$ cat config.mk
export PLATFORM = sky130hd
export DESIGN_NAME = tx_block_scheduler
export DESIGN_NICKNAME = d
export VERILOG_FILES = /design/src/rtl/tx_sched_pkg.sv /design/src/rtl/rr_arb2.sv /design/src/rtl/tx_block_scheduler.sv
export SDC_FILE = /design/constraint.sdc
export NUM_CORES = 1
export LEC_CHECK = 0
export BUFFER_PORTS_ARGS = -buffer_cell sky130_fd_sc_hd__buf_4
export CORE_ASPECT_RATIO = 0.6
export CORE_MARGIN = 2
export CORE_UTILIZATION = 30
export DETAILED_ROUTE_END_ITERATION = 8
export MAX_ROUTING_LAYER = met4
export PLACE_DENSITY_LB_ADDON = 0.15
export SYNTH_ARGS = -nofsm -noshare
export SYNTH_HDL_FRONTEND = slang
export SYNTH_SLANG_ARGS = --single-unit
$ cat constraint.sdc
create_clock -name clk -period 4.1 [get_ports clk]
set_input_delay 0.82 -clock clk [delete_from_list [all_inputs] [get_ports clk]]
set_output_delay 0.82 -clock clk [all_outputs]
set_load 0.1 [all_outputs]
$ cat src/rtl/tx_sched_pkg.sv
// Shared types and constants for the TX block scheduler: FSM encoding,
// header magic and word-index width.
package tx_sched_pkg;

    typedef enum logic [1:0] {
        IDLE,
        ISSUE,
        WAIT,
        DONE
    } state_e;

    localparam logic [15:0] HDR_MAGIC  = 16'hA55A;
    localparam int          WORD_IDX_W = 3;

    function automatic logic [31:0] hdrWord(input logic src);
        return {HDR_MAGIC, 15'd0, src};
    endfunction

endpackage

$ cat src/rtl/rr_arb2.sv
// Two-way arbiter with one-hot grant. Round-robin on ties by default;
// defining TX_SCHED_FIXED_PRIO_EN makes req[0] always win a tie.
module rr_arb2 (
    input  logic       clk,
    input  logic       rst,
    input  logic [1:0] req,
    input  logic       advance,
    output logic [1:0] gnt
);

`ifdef TX_SCHED_FIXED_PRIO_EN
    logic unused_ok;
    assign unused_ok = ^{clk, rst, advance};

    always_comb begin
        gnt = 2'b00;
        if (req[0]) begin
            gnt = 2'b01;
        end else if (req[1]) begin
            gnt = 2'b10;
        end
    end
`else
    // rrPtr_q names the source that wins the next tie; it flips away from every granted source
    logic rrPtr_q;

    always_comb begin
        gnt = req;
        if (req == 2'b11) begin
            gnt = rrPtr_q ? 2'b10 : 2'b01;
        end
    end

    always_ff @(posedge clk) begin
        if (rst) begin
            rrPtr_q <= 1'b0;
        end else if (advance && (gnt != 2'b00)) begin
            rrPtr_q <= gnt[0];
        end
    end
`endif

endmodule

$ cat src/rtl/tx_block_scheduler.sv
// Shares the 32-bit TX serializer between two 128-bit block sources, pacing words
// WORD_GAP_CYC cycles apart. Tie policy selected by TX_SCHED_FIXED_PRIO_EN (see rr_arb2).
module tx_block_scheduler
    import tx_sched_pkg::*;
#(
    parameter int WORD_GAP_CYC = 2048,
    parameter bit SEND_HDR     = 1'b1
) (
    input  logic         clk,
    input  logic         rst,
    input  logic [1:0]   req_valid,
    input  logic [127:0] req_data0,
    input  logic [127:0] req_data1,
    output logic [1:0]   req_ready,
    output logic         tx_start,
    output logic [31:0]  tx_data,
    output logic         busy,
    output logic         blk_done,
    output logic         blk_src
);

    localparam int GAP_W = $clog2(WORD_GAP_CYC);
    localparam logic [WORD_IDX_W-1:0] LAST_IDX = WORD_IDX_W'(SEND_HDR ? 4 : 3);

    generate
        if (WORD_GAP_CYC < 4) begin : g_bad_gap
            $error("tx_block_scheduler: WORD_GAP_CYC must be at least 4");
        end
    endgenerate

    state_e                  state_q;
    logic [127:0]            block_q;
    logic                    src_q;
    logic [WORD_IDX_W-1:0]   wordIdx_q;
    logic [GAP_W-1:0]        gapCnt_q;
    logic [1:0]              reqReady_q;
    logic                    txStart_q;
    logic [31:0]             txData_q;
    logic                    busy_q;
    logic                    blkDone_q;
    logic [31:0]             word_d;
    logic [1:0]              gnt;
    logic                    advance;

    assign advance = (state_q == IDLE) && (req_valid != 2'b00);

    rr_arb2 u_arb (
        .clk     (clk),
        .rst     (rst),
        .req     (req_valid),
        .advance (advance),
        .gnt     (gnt)
    );

    always_comb begin
        word_d = block_q[31:0];
        if (SEND_HDR) begin
            case (wordIdx_q)
                3'd0:    word_d = hdrWord(src_q);
                3'd1:    word_d = block_q[31:0];
                3'd2:    word_d = block_q[63:32];
                3'd3:    word_d = block_q[95:64];
                default: word_d = block_q[127:96];
            endcase
        end else begin
            case (wordIdx_q)
                3'd0:    word_d = block_q[31:0];
                3'd1:    word_d = block_q[63:32];
                3'd2:    word_d = block_q[95:64];
                default: word_d = block_q[127:96];
            endcase
        end
    end

    // Gap counter is loaded with GAP-2 so ISSUE plus the WAIT countdown spans exactly WORD_GAP_CYC cycles
    always_ff @(posedge clk) begin
        if (rst) begin
            state_q    <= IDLE;
            block_q    <= '0;
            src_q      <= 1'b0;
            wordIdx_q  <= '0;
            gapCnt_q   <= '0;
            reqReady_q <= 2'b00;
            txStart_q  <= 1'b0;
            txData_q   <= '0;
            busy_q     <= 1'b0;
            blkDone_q  <= 1'b0;
        end else begin
            reqReady_q <= 2'b00;
            txStart_q  <= 1'b0;
            blkDone_q  <= 1'b0;
            case (state_q)
                IDLE: begin
                    if (advance) begin
                        block_q    <= gnt[1] ? req_data1 : req_data0;
                        src_q      <= gnt[1];
                        wordIdx_q  <= '0;
                        reqReady_q <= gnt;
                        busy_q     <= 1'b1;
                        state_q    <= ISSUE;
                    end
                end
                ISSUE: begin
                    txStart_q <= 1'b1;
                    txData_q  <= word_d;
                    gapCnt_q  <= GAP_W'(WORD_GAP_CYC - 2);
                    state_q   <= WAIT;
                end
                WAIT: begin
                    if (gapCnt_q == '0) begin
                        if (wordIdx_q == LAST_IDX) begin
                            state_q <= DONE;
                        end else begin
                            wordIdx_q <= wordIdx_q + 1'b1;
                            state_q   <= ISSUE;
                        end
                    end else begin
                        gapCnt_q <= gapCnt_q - 1'b1;
                    end
                end
                DONE: begin
                    blkDone_q <= 1'b1;
                    busy_q    <= 1'b0;
                    state_q   <= IDLE;
                end
                default: state_q <= IDLE;
            endcase
        end
    end

    assign req_ready = reqReady_q;
    assign tx_start  = txStart_q;
    assign tx_data   = txData_q;
    assign busy      = busy_q;
    assign blk_done  = blkDone_q;
    assign blk_src   = src_q;

endmodule
==> results list <==
- Total of buffers placed on input and output ports: 297
- Net load switching power: 0.00164 W
- Measured in cells, the most critical reg-to-reg path has a length of 4.
- Of the total power, the share spent switching nets is 0.326.
- Top library cells by usage in the layout, fill and taps aside: 305 x sky130_fd_sc_hd__buf_4, 183 x sky130_fd_sc_hd__dfxtp_1, 128 x sky130_fd_sc_hd__a221o_1
* Final antenna-violating net count: 0
- Initial antenna violation count: 1
- Vias in the first global route: 7039
- Of the total power, registers draw 0.438.
- In this run the cell area measured after placement is 10200 µm².
- Summed over all cells, the static leakage comes to 4.65 nW.
- Compared with the post-synthesis result, the final layout area differs by 39.6%.
- After technology mapping, the gate count stands at 780.
- HPWL after DPL: 19.6 mm
- In the final routed layout, each cell accounts on average for 20.7 µm.
- Initial Utilization: 0.305
- CTS max path bufs: 2
- Fraction of layout cells with a size suffix above 1: 0.343
- # nets final: 1299
- The congestion estimate from routability-driven global placement came to 0.793.
- Cts hold-fix bufs: 0
- Setup slack on the critical path of the routed design comes to 1580 ps.
* Worst reg2reg startpoint: wordIdx_q[2]
- The filler cells instantiated in the layout total 2460.
* Number of enable-type register cells in the synthesized netlist: 0
* Clock insertion delay at the later pin of the skew report: 460 ps
- The average instance in the mapped netlist occupies 9.87 µm².
- The worst hold path terminates at tx_data[21].
- The tool flagged a number of max-cap violations equal to 0.
- The hold violation total from the final report is 0.
- After routing the design area is 10700 µm².
- Summed over all layers, the global routing overflow is 0.
- After synthesis the netlist holds a flip-flop and latch count of 183.
* Total Routed Length: 28.5 mm
- Post-Place Setup Slack: 1300 ps
- The die is 128 µm tall.
- STA classifies the critical path endpoint as a register.
- Initial DRC Count: 629
- # IOs: 298
- Startpoint class of the critical path: register
- Vias: 7188
- End of the worst register-to-register path: tx_data[29]
- Clock transition time at the flip-flop clock pins of the worst setup and hold paths: 70 ps
- The flow ran to the end, and the final reports show no timing, DRC or antenna violations.
* Most used DFF post-synth: sky130_fd_sc_hd__dfxtp_1
- The setup check on the worst reg-to-reg path leaves a slack of 1580 ps.
* Final number of max-transition violations: 0
- Timing would allow up to 0.397 GHz.
- Floorplan die width: 211 µm
- At the pin with the least slew margin, the transition time is 957 ps.
- Final worst path period need: 2520 ps
* Setup_tns: 0 ps
- Clock power frac: 0.321
* Synthesized area: 7700 µm²
- Rel. slew slack: 0.362
- Most frequent standard cell in the layout excluding fill and tap cells: sky130_fd_sc_hd__buf_4
* Combinational power share: 0.240
- For this run, the register share of the synthesized area comes to 0.476.
- The floorplan step defined a die boundary enclosing 27000 µm².
- DRC errors left: 0
- In this run the most critical hold path is launched from block_q[117].
- Critical-path maximum fanout: 26
- The region available for standard cell placement spans 25200 µm².
- TritonCTS clock tree: built
- Crit path DAT: 2860 ps
- IR drop worst, VDD: 0.000238 V
* Cell types with the largest area share after synthesis: sky130_fd_sc_hd__dfxtp_1 48%, sky130_fd_sc_hd__a221o_1 17%, sky130_fd_sc_hd__and2_1 10%, sky130_fd_sc_hd__nand2_1 2.6%, sky130_fd_sc_hd__a221oi_1 2.6%
- Cell internal power was estimated by the tool at 0.00339 W.
* H-Tree Level Count: 4
- CTS saw 183 sinks.
* # setup viols final: 0
* Synth area leader: sky130_fd_sc_hd__dfxtp_1
* Number of optimization iterations in the first detailed-route pass: 5
- Final clock skew: 18.2 ps
* Syn Nets: 1046
- Across every metal layer, demand over resource in global routing totals 0.217.
* Wire length of the first global-routing pass: 42.5 mm
- Distinct cells, synth: 49
* Post-CTS setup buffer count: 0
* Share of the cycle needed by the critical path after routing: 0.614
- At the worst endpoint, the required time is 4450 ps.
- Category of the most critical setup path: reg2reg
- The min-delay analysis places its worst path in the category reg2reg.
- Post-detailed-route via-to-cell ratio: 5.23
- Hold-critical path depth: 2
- TritonCTS created 17 clock buffers.
- Gates resized during post-CTS repair numbered 0.
- Async set-reset flop share out of synthesis: 0
* Pwr dens: 468 nW/µm²
* Largest net degree at the start of global routing: 104
- Clock root buffer: sky130_fd_sc_hd__clkbuf_16
- Unrepaired setup endpoints after global routing: no
- Portion of synthesized cell area occupied by the leading cell type: 0.476
- Ys Warns: 0
* Std cell rows: 45
worst max-delay path: stages, from the launching register on:
cell	delay [ps]
sky130_fd_sc_hd__dfxtp_1	430
sky130_fd_sc_hd__inv_1	210
sky130_fd_sc_hd__ha_2	690
sky130_fd_sc_hd__o221ai_1	620
sky130_fd_sc_hd__o221a_2	460
Yosys cell counts (3+ instances only):
master	n
sky130_fd_sc_hd__nor3_1	4
sky130_fd_sc_hd__a221o_1	128
sky130_fd_sc_hd__o31ai_1	3
sky130_fd_sc_hd__nand2_1	54
sky130_fd_sc_hd__o41ai_1	4
sky130_fd_sc_hd__or4_1	4
sky130_fd_sc_hd__a221oi_1	23
sky130_fd_sc_hd__buf_2	25
sky130_fd_sc_hd__clkbuf_1	46
sky130_fd_sc_hd__nand3_1	5
sky130_fd_sc_hd__o21ai_0	26
sky130_fd_sc_hd__and3_1	3
sky130_fd_sc_hd__a211oi_1	5
sky130_fd_sc_hd__and2_1	124
sky130_fd_sc_hd__dfxtp_1	183
sky130_fd_sc_hd__and2_0	7
sky130_fd_sc_hd__a31oi_1	29
sky130_fd_sc_hd__o221a_2	8
sky130_fd_sc_hd__or3_1	4
sky130_fd_sc_hd__ha_1	6
sky130_fd_sc_hd__nor2b_1	5
sky130_fd_sc_hd__inv_1	18
sky130_fd_sc_hd__a222oi_1	9
sky130_fd_sc_hd__nor2_1	26
routing by layer:
| layer | global-route usage | vias to the layer above | wire [µm] |
|---|---|---|---|
| met4 | 0.0601 | 0 | 332 |
| met2 | 0.285 | 250 | 11600 |
| met3 | 0.0671 | 23 | 2360 |
| met1 | 0.313 | 3415 | 14200 |
| met5 | - | - | 0 |
| li1 | - | 3500 | - |
flip-flops by register name (all words and copies together) (netlist names):
signal         count
busy               1
tx_data           32
req_ready          2
wordIdx_q          3
block_q          128
gapCnt_q          11
u_arb.rrPtr_q      1
state_q            2
blk_done           1
tx_start           1
blk_src            1
per-stage QoR:
step | power (W) | util | hold WS, ps | std cells
detailed placement | 0.00344 | 0.403 | 460 | 1343
floorplan | 0.00298 | - | 418 | 780
global placement | 0.00344 | 0.403 | 454 | 1343
CTS | 0.00506 | 0.426 | 471 | 1374
global route | 0.00525 | 0.426 | 485 | 1375
finish | 0.00503 | 0.426 | 470 | 1375
worst max-delay path by stage:
stage	start	endpoint	slack [ps]	cells after the start
finish	wordIdx_q[2]	tx_data[29]	1580	4
detailed placement	rst	block_q[50]	1300	6
CTS	wordIdx_q[2]	tx_data[29]	1600	4
global route	wordIdx_q[2]	tx_data[29]	1450	4
floorplan	req_valid[0]	block_q[86]	2160	6
global placement	rst	block_q[17]	1320	6
area by class of cell:
cell class	instances	area (µm²)	area share
Antenna cell	1	2.50	0.000233
Clock buffer	20	467	0.0434
Clock inverter	11	101	0.00943
Inverter	18	67.6	0.00629
Multi-Input combinational cell	506	3700	0.345
Sequential cell	183	3660	0.341
Tap cell	329	412	0.0383
Timing Repair Buffer	307	2330	0.217
cells by family (layout without fill, tap and decap cells):
logic type / after synthesis / after routing / share of synthesized area
other cells: 0 / 1 / 0
simple gates: 249 / 249 / 0.179
buf+inv: 91 / 356 / 0.0489
flops: 183 / 183 / 0.476
fa+ha+maj: 6 / 6 / 0.00975
compound gates: 249 / 249 / 0.284
mux: 2 / 2 / 0.00260
power by group through the flow:
stage	clock network (W)	logic [W]	registers [W]
6_report	0.00161	0.00121	0.00220
5_1_grt	0.00172	0.00129	0.00223
4_1_cts	0.00165	0.00121	0.00220
3_5_place_dp	0	0.00121	0.00224
3_3_place_gp	0	0.00120	0.00224
2_1_floorplan	0	0.000501	0.00248
Power figures use the tool's default switching activity.
